[config.mk]
export PLATFORM = sky130hd
export DESIGN_NAME = display_scan_ctrl
export DESIGN_NICKNAME = d
export VERILOG_FILES = /design/src/rtl/display_scan_ctrl.sv
export SDC_FILE = /design/constraint.sdc
export NUM_CORES = 1
export LEC_CHECK = 0
export ABC_AREA = 1
export BUFFER_PORTS_ARGS = -buffer_cell sky130_fd_sc_hd__buf_4
export CAP_MARGIN = 40
export CORE_MARGIN = 2
export CORE_UTILIZATION = 58
export CTS_CLUSTER_DIAMETER = 100
export DETAILED_ROUTE_END_ITERATION = 8
export GPL_ROUTABILITY_DRIVEN = 0
export PLACE_DENSITY = 0.85
export SETUP_SLACK_MARGIN = 0.1
export SLEW_MARGIN = 10
export SYNTH_ARGS = -nofsm -noshare
export SYNTH_HDL_FRONTEND = slang
export SYNTH_SLANG_ARGS = --single-unit
[constraint.sdc]
create_clock -name clk -period 2.2 [get_ports clk]
set_input_delay 0.44 -clock clk [delete_from_list [all_inputs] [get_ports clk]]
set_output_delay 0.44 -clock clk [all_outputs]
set_load 0.03 [all_outputs]
[src/rtl/display_scan_ctrl.sv]
// display_scan_ctrl: multiplexed 4-digit scan with guard gaps, masking, blinking and frame-aligned value updates
module display_scan_ctrl #(
    parameter int REFRESH_DIV  = 1000,
    parameter int BLINK_FRAMES = 64
) (
    input  logic       clk,
    input  logic       reset,
    input  logic       enable,
    input  logic       load,
    input  logic [2:0] val0,
    input  logic [2:0] val1,
    input  logic [2:0] val2,
    input  logic [2:0] val3,
    input  logic [3:0] digit_mask,
    input  logic [3:0] blink_mask,
    output logic [2:0] sel,
    output logic       blank,
    output logic [3:0] dig,
    output logic       frame_done
);
    typedef enum logic [1:0] {IDLE, SCAN, GUARD} state_t;
    state_t st, nst;
    logic [15:0] div_cnt, ndiv;
    logic [1:0] idx, nidx;
    logic [7:0] fcnt, nfcnt;
    logic ph, nph, copy, show, ndone;
    logic [3:0][2:0] in_v, pv, av, nav;
    logic [3:0] pdm, pbm, adm, abm, nadm, nabm;
    assign in_v = {val3, val2, val1, val0};
    // Everything is computed for the upcoming cycle so outputs register in step with the state.
    always_comb begin
        nst = st;
        ndiv = div_cnt;
        nidx = idx;
        nfcnt = fcnt;
        nph = ph;
        copy = 1'b0;
        ndone = 1'b0;
        if (!enable) begin
            nst = IDLE;
            ndiv = '0;
            nidx = '0;
            nfcnt = '0;
            nph = 1'b0;
        end else if (st == IDLE) begin
            nst = SCAN;
            ndiv = '0;
            nidx = '0;
            nfcnt = '0;
            nph = 1'b0;
            copy = 1'b1;
        end else if (st == SCAN) begin
            nst = (div_cnt == 16'(REFRESH_DIV - 1)) ? GUARD : SCAN;
            ndiv = (div_cnt == 16'(REFRESH_DIV - 1)) ? '0 : div_cnt + 16'd1;
            ndone = (div_cnt == 16'(REFRESH_DIV - 1)) && (idx == 2'd3);
        end else begin
            nst = SCAN;
            nidx = idx + 2'd1;
            copy = (idx == 2'd3);
            nfcnt = (idx != 2'd3) ? fcnt : (fcnt == 8'(BLINK_FRAMES - 1)) ? '0 : fcnt + 8'd1;
            nph = ph ^ ((idx == 2'd3) && (fcnt == 8'(BLINK_FRAMES - 1)));
        end
        nav = copy ? (load ? in_v : pv) : av;
        nadm = copy ? (load ? digit_mask : pdm) : adm;
        nabm = copy ? (load ? blink_mask : pbm) : abm;
        show = (nst == SCAN) && nadm[nidx] && !(nabm[nidx] && nph);
    end
    always_ff @(posedge clk) begin
        if (reset) begin
            st <= IDLE;
            div_cnt <= '0;
            idx <= '0;
            fcnt <= '0;
            ph <= 1'b0;
            pv <= '0;
            av <= '0;
            pdm <= '0;
            pbm <= '0;
            adm <= '0;
            abm <= '0;
            sel <= '0;
            blank <= 1'b1;
            dig <= 4'b1111;
            frame_done <= 1'b0;
        end else begin
            st <= nst;
            div_cnt <= ndiv;
            idx <= nidx;
            fcnt <= nfcnt;
            ph <= nph;
            pv <= load ? in_v : pv;
            pdm <= load ? digit_mask : pdm;
            pbm <= load ? blink_mask : pbm;
            av <= nav;
            adm <= nadm;
            abm <= nabm;
            sel <= (nst == SCAN) ? nav[nidx] : 3'd0;
            blank <= !show;
            dig <= show ? ~(4'b0001 << nidx) : 4'b1111;
            frame_done <= ndone;
        end
    end
endmodule

Word-level counts from Yosys, hierarchy flattened
Cells that the tools add are included.

Register bits: 78. Logic and storage cells: 79. Output and inout port bits: 9. Input port bits: 24.

Equality and inequality tests: 6. Bitwise gates (word level): 7. Magnitude comparators: 1. Shift-type cells: 1. Reductions and logical operators: 13. $add $sub $neg: 3. Mux-type cells: 27.

Operator list (number): 12-bit two-way mux (2); 16-bit by 1-bit adder with 16-bit output, second input constant (1); 16-bit by 10-bit equality test with 1-bit output, second input constant (1); 16-bit two-way mux (1); 4-bit two-way mux (4); 2-bit two-way mux (7); 8-bit by 1-bit adder with 8-bit output, second input constant (1); 8-bit by 6-bit equality test with 1-bit output, second input constant (1); 1-bit two-way mux (8); 8-bit two-way mux (1); 3-bit binary-select mux with 2-bit select (1); 1-bit logical AND (5); 1-bit NOT (5); 1-bit binary-select mux with 2-bit select (2); 2-bit by 1-bit equality test with 1-bit output, second input constant (2); 4-bit NOT (1); 2-bit OR reduction (2); 4-bit OR reduction (1); 1-bit by 2-bit left shift with 4-bit output, first input constant (1); 2-bit by 3-bit less-than comparator with 1-bit output, second input constant (1); 3-bit two-way mux (1); 3-bit OR reduction (1); 2-bit by 1-bit adder with 2-bit output, second input constant (1); 2-bit equality test, second input constant (1); other kinds (5) (6).

Longest topological paths before layout
Depth in word-level cells: 12. Gate-level depth with buffers: 12. Depth with buffers taken out: 11.

Worst setup path after synthesis
No wires, ideal clock.

Path kind: flip-flop to flip-flop. Start point: register idx[0]. End point: register dig[2]. Path buffers: 1. Slack: 0.645 ns. Setup time: 0.124 ns. Clock period less this slack: 1.555 ns. Stages on the path, launching flop included: 12. Arrival time: 1.431 ns. Path through: dfxtp_1 > ha_1 > inv_1 > nand2_1 > nand3_4 > buf_6 > nand2_2 > nand2_1 > nand2_1 > nand3_2 > nor2_4 > nand3_1.

Longest elaborated chain between the ends: 12. Elaborated cells between the ends (all ways): 27.

RTL lines: start: declaration (RTL line 24) `logic [1:0] idx, nidx;`; start signal: assignment (RTL line 88) `idx <= nidx;`; 2-bit equality test (RTL line 59, 61); 1-bit two-way mux (RTL line 52) `end else if (st == SCAN) begin`; 1-bit two-way mux (RTL line 45) `end else if (st == IDLE) begin`; 1-bit two-way mux (RTL line 39) `if (!enable) begin`; 4-bit two-way mux (RTL line 65) `nabm = copy ? (load ? blink_mask : pbm) : abm;`; 1-bit binary-select mux with 2-bit select (RTL line 66) `show = (nst == SCAN) && nadm[nidx] && !(nabm[nidx] && nph);`; 1-bit two-way mux (implied by the code) (RTL line 66); 1-bit logical AND (RTL line 66); 1-bit zero test (RTL line 66); 1-bit logical AND (RTL line 66); 1-bit NOT (no line); 2-bit OR reduction (no line); end signal: assignment (RTL line 99) `dig <= show ? ~(4'b0001 << nidx) : 4'b1111;`; end: declaration (RTL line 18) `output logic [3:0] dig,`.

Several ways; a longest one is shown, not always the timed one. The select of a mux whose other input is x is not followed. A chain may end at the register's enable or synchronous reset.

Final worst setup path
Start point: register idx[0]. End point: register sel[0].

Longest elaborated chain between the ends: 7. Elaborated cells between the ends (all ways): 11.

RTL lines: 2-bit equality test (RTL line 59) `copy = (idx == 2'd3);`; 1-bit two-way mux (RTL line 52); 1-bit two-way mux (RTL line 45); 1-bit two-way mux (RTL line 39); 12-bit two-way mux (RTL line 63) `nav = copy ? (load ? in_v : pv) : av;`; 3-bit binary-select mux with 2-bit select * (RTL line 97) `sel <= (nst == SCAN) ? nav[nidx] : 3'd0;`; 3-bit two-way mux (implied by the code) * (RTL line 97); end signal: assignment (RTL line 97); end: declaration (RTL line 16) `output logic [2:0] sel,`.

Every way passes the cells marked *; elsewhere a longest branch is shown, timed or not. The select of a mux whose other input is x is not followed.

==> metrics <==
startpoint types flop; Comb pwr share 8.5%; commonest non-fill, non-tap cell in the layout nand2_1; largest family of logic cells by synthesized area simple AND/OR/NAND/NOR gates; crit path max-delay cell type dfxtp_1; Placed Area 3734 um^2; cell area after synthesis between 3000 and 4000 um^2; top post-synthesis cells by area dfxtp_1 (45%), nand2_1 (10%), nor2_1 (9.3%), inv_1 (6.5%), nand3_1 (3.5%); final instance area 3981 um^2; overall track demand over capacity in global routing 21.45%; Pint between 2000 and 2500 uW; utilization after layout 68.05%; initial DRC count 150; initial antenna violation count 0; post-synth top area cell dfxtp_1; layout cell share with drive strength beyond 1 18.79%; most frequent cells in the layout nand2_1 (94), nor2_1 (86), dfxtp_1 (78); clk_skew 6.529 ps; vias in the first global route 2543; Synth Area in Simple Gates 34.83%; Net Switching 699.8 uW; post-synthesis cell count 474; H-tree depth 3; max-slew violation count 0; Crit path largest cell delay 380 ps; Worst Path Max Fanout 17; post-DP HPWL 4.715 mm; Sum Neg Setup Slack 0 ps; Mean Syn Cell Area 7.344 um^2; sequential power share 49.1%; Leakage around 0.0017 uW; Final Power 3017 uW; Worst-Margin Slew ~440 ps; Die X 81.47 um; min Tclk post-route 1857 ps; GRT overflow 0; Synth-to-Final Area Change 14.38%; Final ANT Viol Nets 0; final net count 533; RSZ-0062 raised after global routing false; yosys synthesis warning count 0; drt pass-1 iters 4; clock buffer depth 2; worst r2r src idx[0]; io pins 33; area share of the largest cell type after synthesis 44.86%; sequential fraction of the synthesis area between 40 and 50%; final WL approximately 6.9 mm; root buf cell clkbuf_8; Max VDD drop 0.4124 mV; syn nets 501; count of buffer and inverter cells on the critical path 1; fmax 538.6 MHz; first-pass GRT wire length 10.87 mm; final worst-path cycle share 84.40%; clock-pin slew on the worst setup and hold paths 80 ps; CP Class reg2reg; clk_lat worst skew approximately 350 ps; largest net degree at the start of global routing 44; worst setup path start idx[0]; post-synth cell types 35; pwr dens around 760 nW/um^2; mux share of post-synthesis cell area 0%; core area 5851 um^2; clock share of power 42.3%; clk sink count slightly below 80; Vias/cell about 5; drt wl/cell 11.75 um; Compound-Gate Fraction of Synth Area 7.513%; CP required 2490 ps; Sw Ratio between 20% and 30%; Slew headroom 70.72%; # Max-Cap Violations 0; die area 6637 um^2; Adder-Cell Fraction of Synth Area ~1.1%; CP arrival 2150 ps; status completed; CP Cell Sequence ha_1 -> inv_1 -> nand2_1 -> nand3_2 -> o21ai_1 -> nand2_1 -> nand3_1 -> nor2_1 -> nor2_1; number of remaining DRC errors 0; Hold Buf Count CTS 0; die height between 80 and 90 um; Crit path max-delay family simple AND/OR/NAND/NOR gates; routed vias 2952; hold wc startpoint val1[2]; Initial Util 59.50%; register bit count reported by yosys 78; Hold WC Path Type in2reg; num rows 28; xor/xnor share of the synthesized area 1.761%; CP endpoint kind flop; cts bufs inserted 9; Hold Vio Cnt, Final 0; final setup fails 0; TritonCTS clock tree yes; port bufs 32; ANT cells 0
## worst paths after layout
kind	endpoint	slack (ps)	cells after the start
worst max-delay path	sel[0]	340	9
worst min-delay path	pv[5]	370	3
worst max register to register	sel[0]	340	9
worst min register to register	div_cnt[9]	480	2
## worst reg2reg max path: stages (launching register included)
cell	delay, ps
dfxtp_1	380
ha_1	230
inv_1	100
nand2_1	180
nand3_2	330
o21ai_1	310
nand2_1	80
nand3_1	80
nor2_1	40
nor2_1	70
## power by group through the flow
stage          logic (uW)  registers (uW)  clock network [uW]
2_1_floorplan         181            1520                   0
4_1_cts               256            1480                1290
6_report              258            1480                1280
5_1_grt               290            1490                1340
3_3_place_gp          246            1510                   0
3_5_place_dp          252            1510                   0
## Yosys cell counts (all sizes together)
cell	count
a211oi	1
buf	6
and3	1
o21ai	36
xor2	5
a31oi	2
o21a	2
clkbuf	7
inv	66
dfxtp	78
nand2	102
nor4b	1
nor3b	1
nand4	3
nor3	13
ha	3
or2	13
nor2	97
a21oi	7
xnor2	2
nand3	28
## layout make-up
class	count	area, um^2
Clock buffer	10	127.6
Clock inverter	6	110.1
Fill cell	498	1869
Timing Repair Buffer	33	247.7
Tap cell	75	93.84
Inverter	66	257.7
Sequential cell	78	1562
Multi-Input combinational cell	318	1583
## routing by layer
| metal | global-route usage (%) | vias up | wire, um |
|---|---|---|---|
| met5 | 0 | - | 0 |
| met1 | 27.39 | 1344 | 3231 |
| met2 | 34.75 | 54 | 3240 |
| li1 | - | 1538 | - |
| met4 | 11.19 | 0 | 177 |
| met3 | 3.736 | 16 | 235 |
## metrics by stage
step | setup slack, ps | instances | hold slack (ps)
3_3_place_gp | 358.7 | 569 | 452.4
5_1_grt | 196.7 | 586 | 383.3
3_5_place_dp | 284.0 | 569 | 462.2
6_report | 343.2 | 586 | 369.4
4_1_cts | 251.6 | 585 | 360.3
2_1_floorplan | 644.6 | 474 | 436.6
## sequential cells by signal, summed over array words and instances (netlist names), 3 cells and up
name and cells:
abm 4, adm 4, av 12, dig 4
div_cnt 16, fcnt 8, pbm 4, pdm 4
pv 12, sel 3
## kinds of logic (layout without fill, tap and decap cells)
group           count (synthesis)  after routing
buf+inv                        79            115
simple gates                  259            260
compound gates                 48             48
xor+xnor                        7              7
flops                          78             78
fa+ha+maj                       3              3
## what timing repair did
action | CTS | global route
endpoints found under the setup margin | 0 | 1
setup buffers | 0 | 0
resized for setup | 0 | 0
Power figures use the tool's default switching activity.
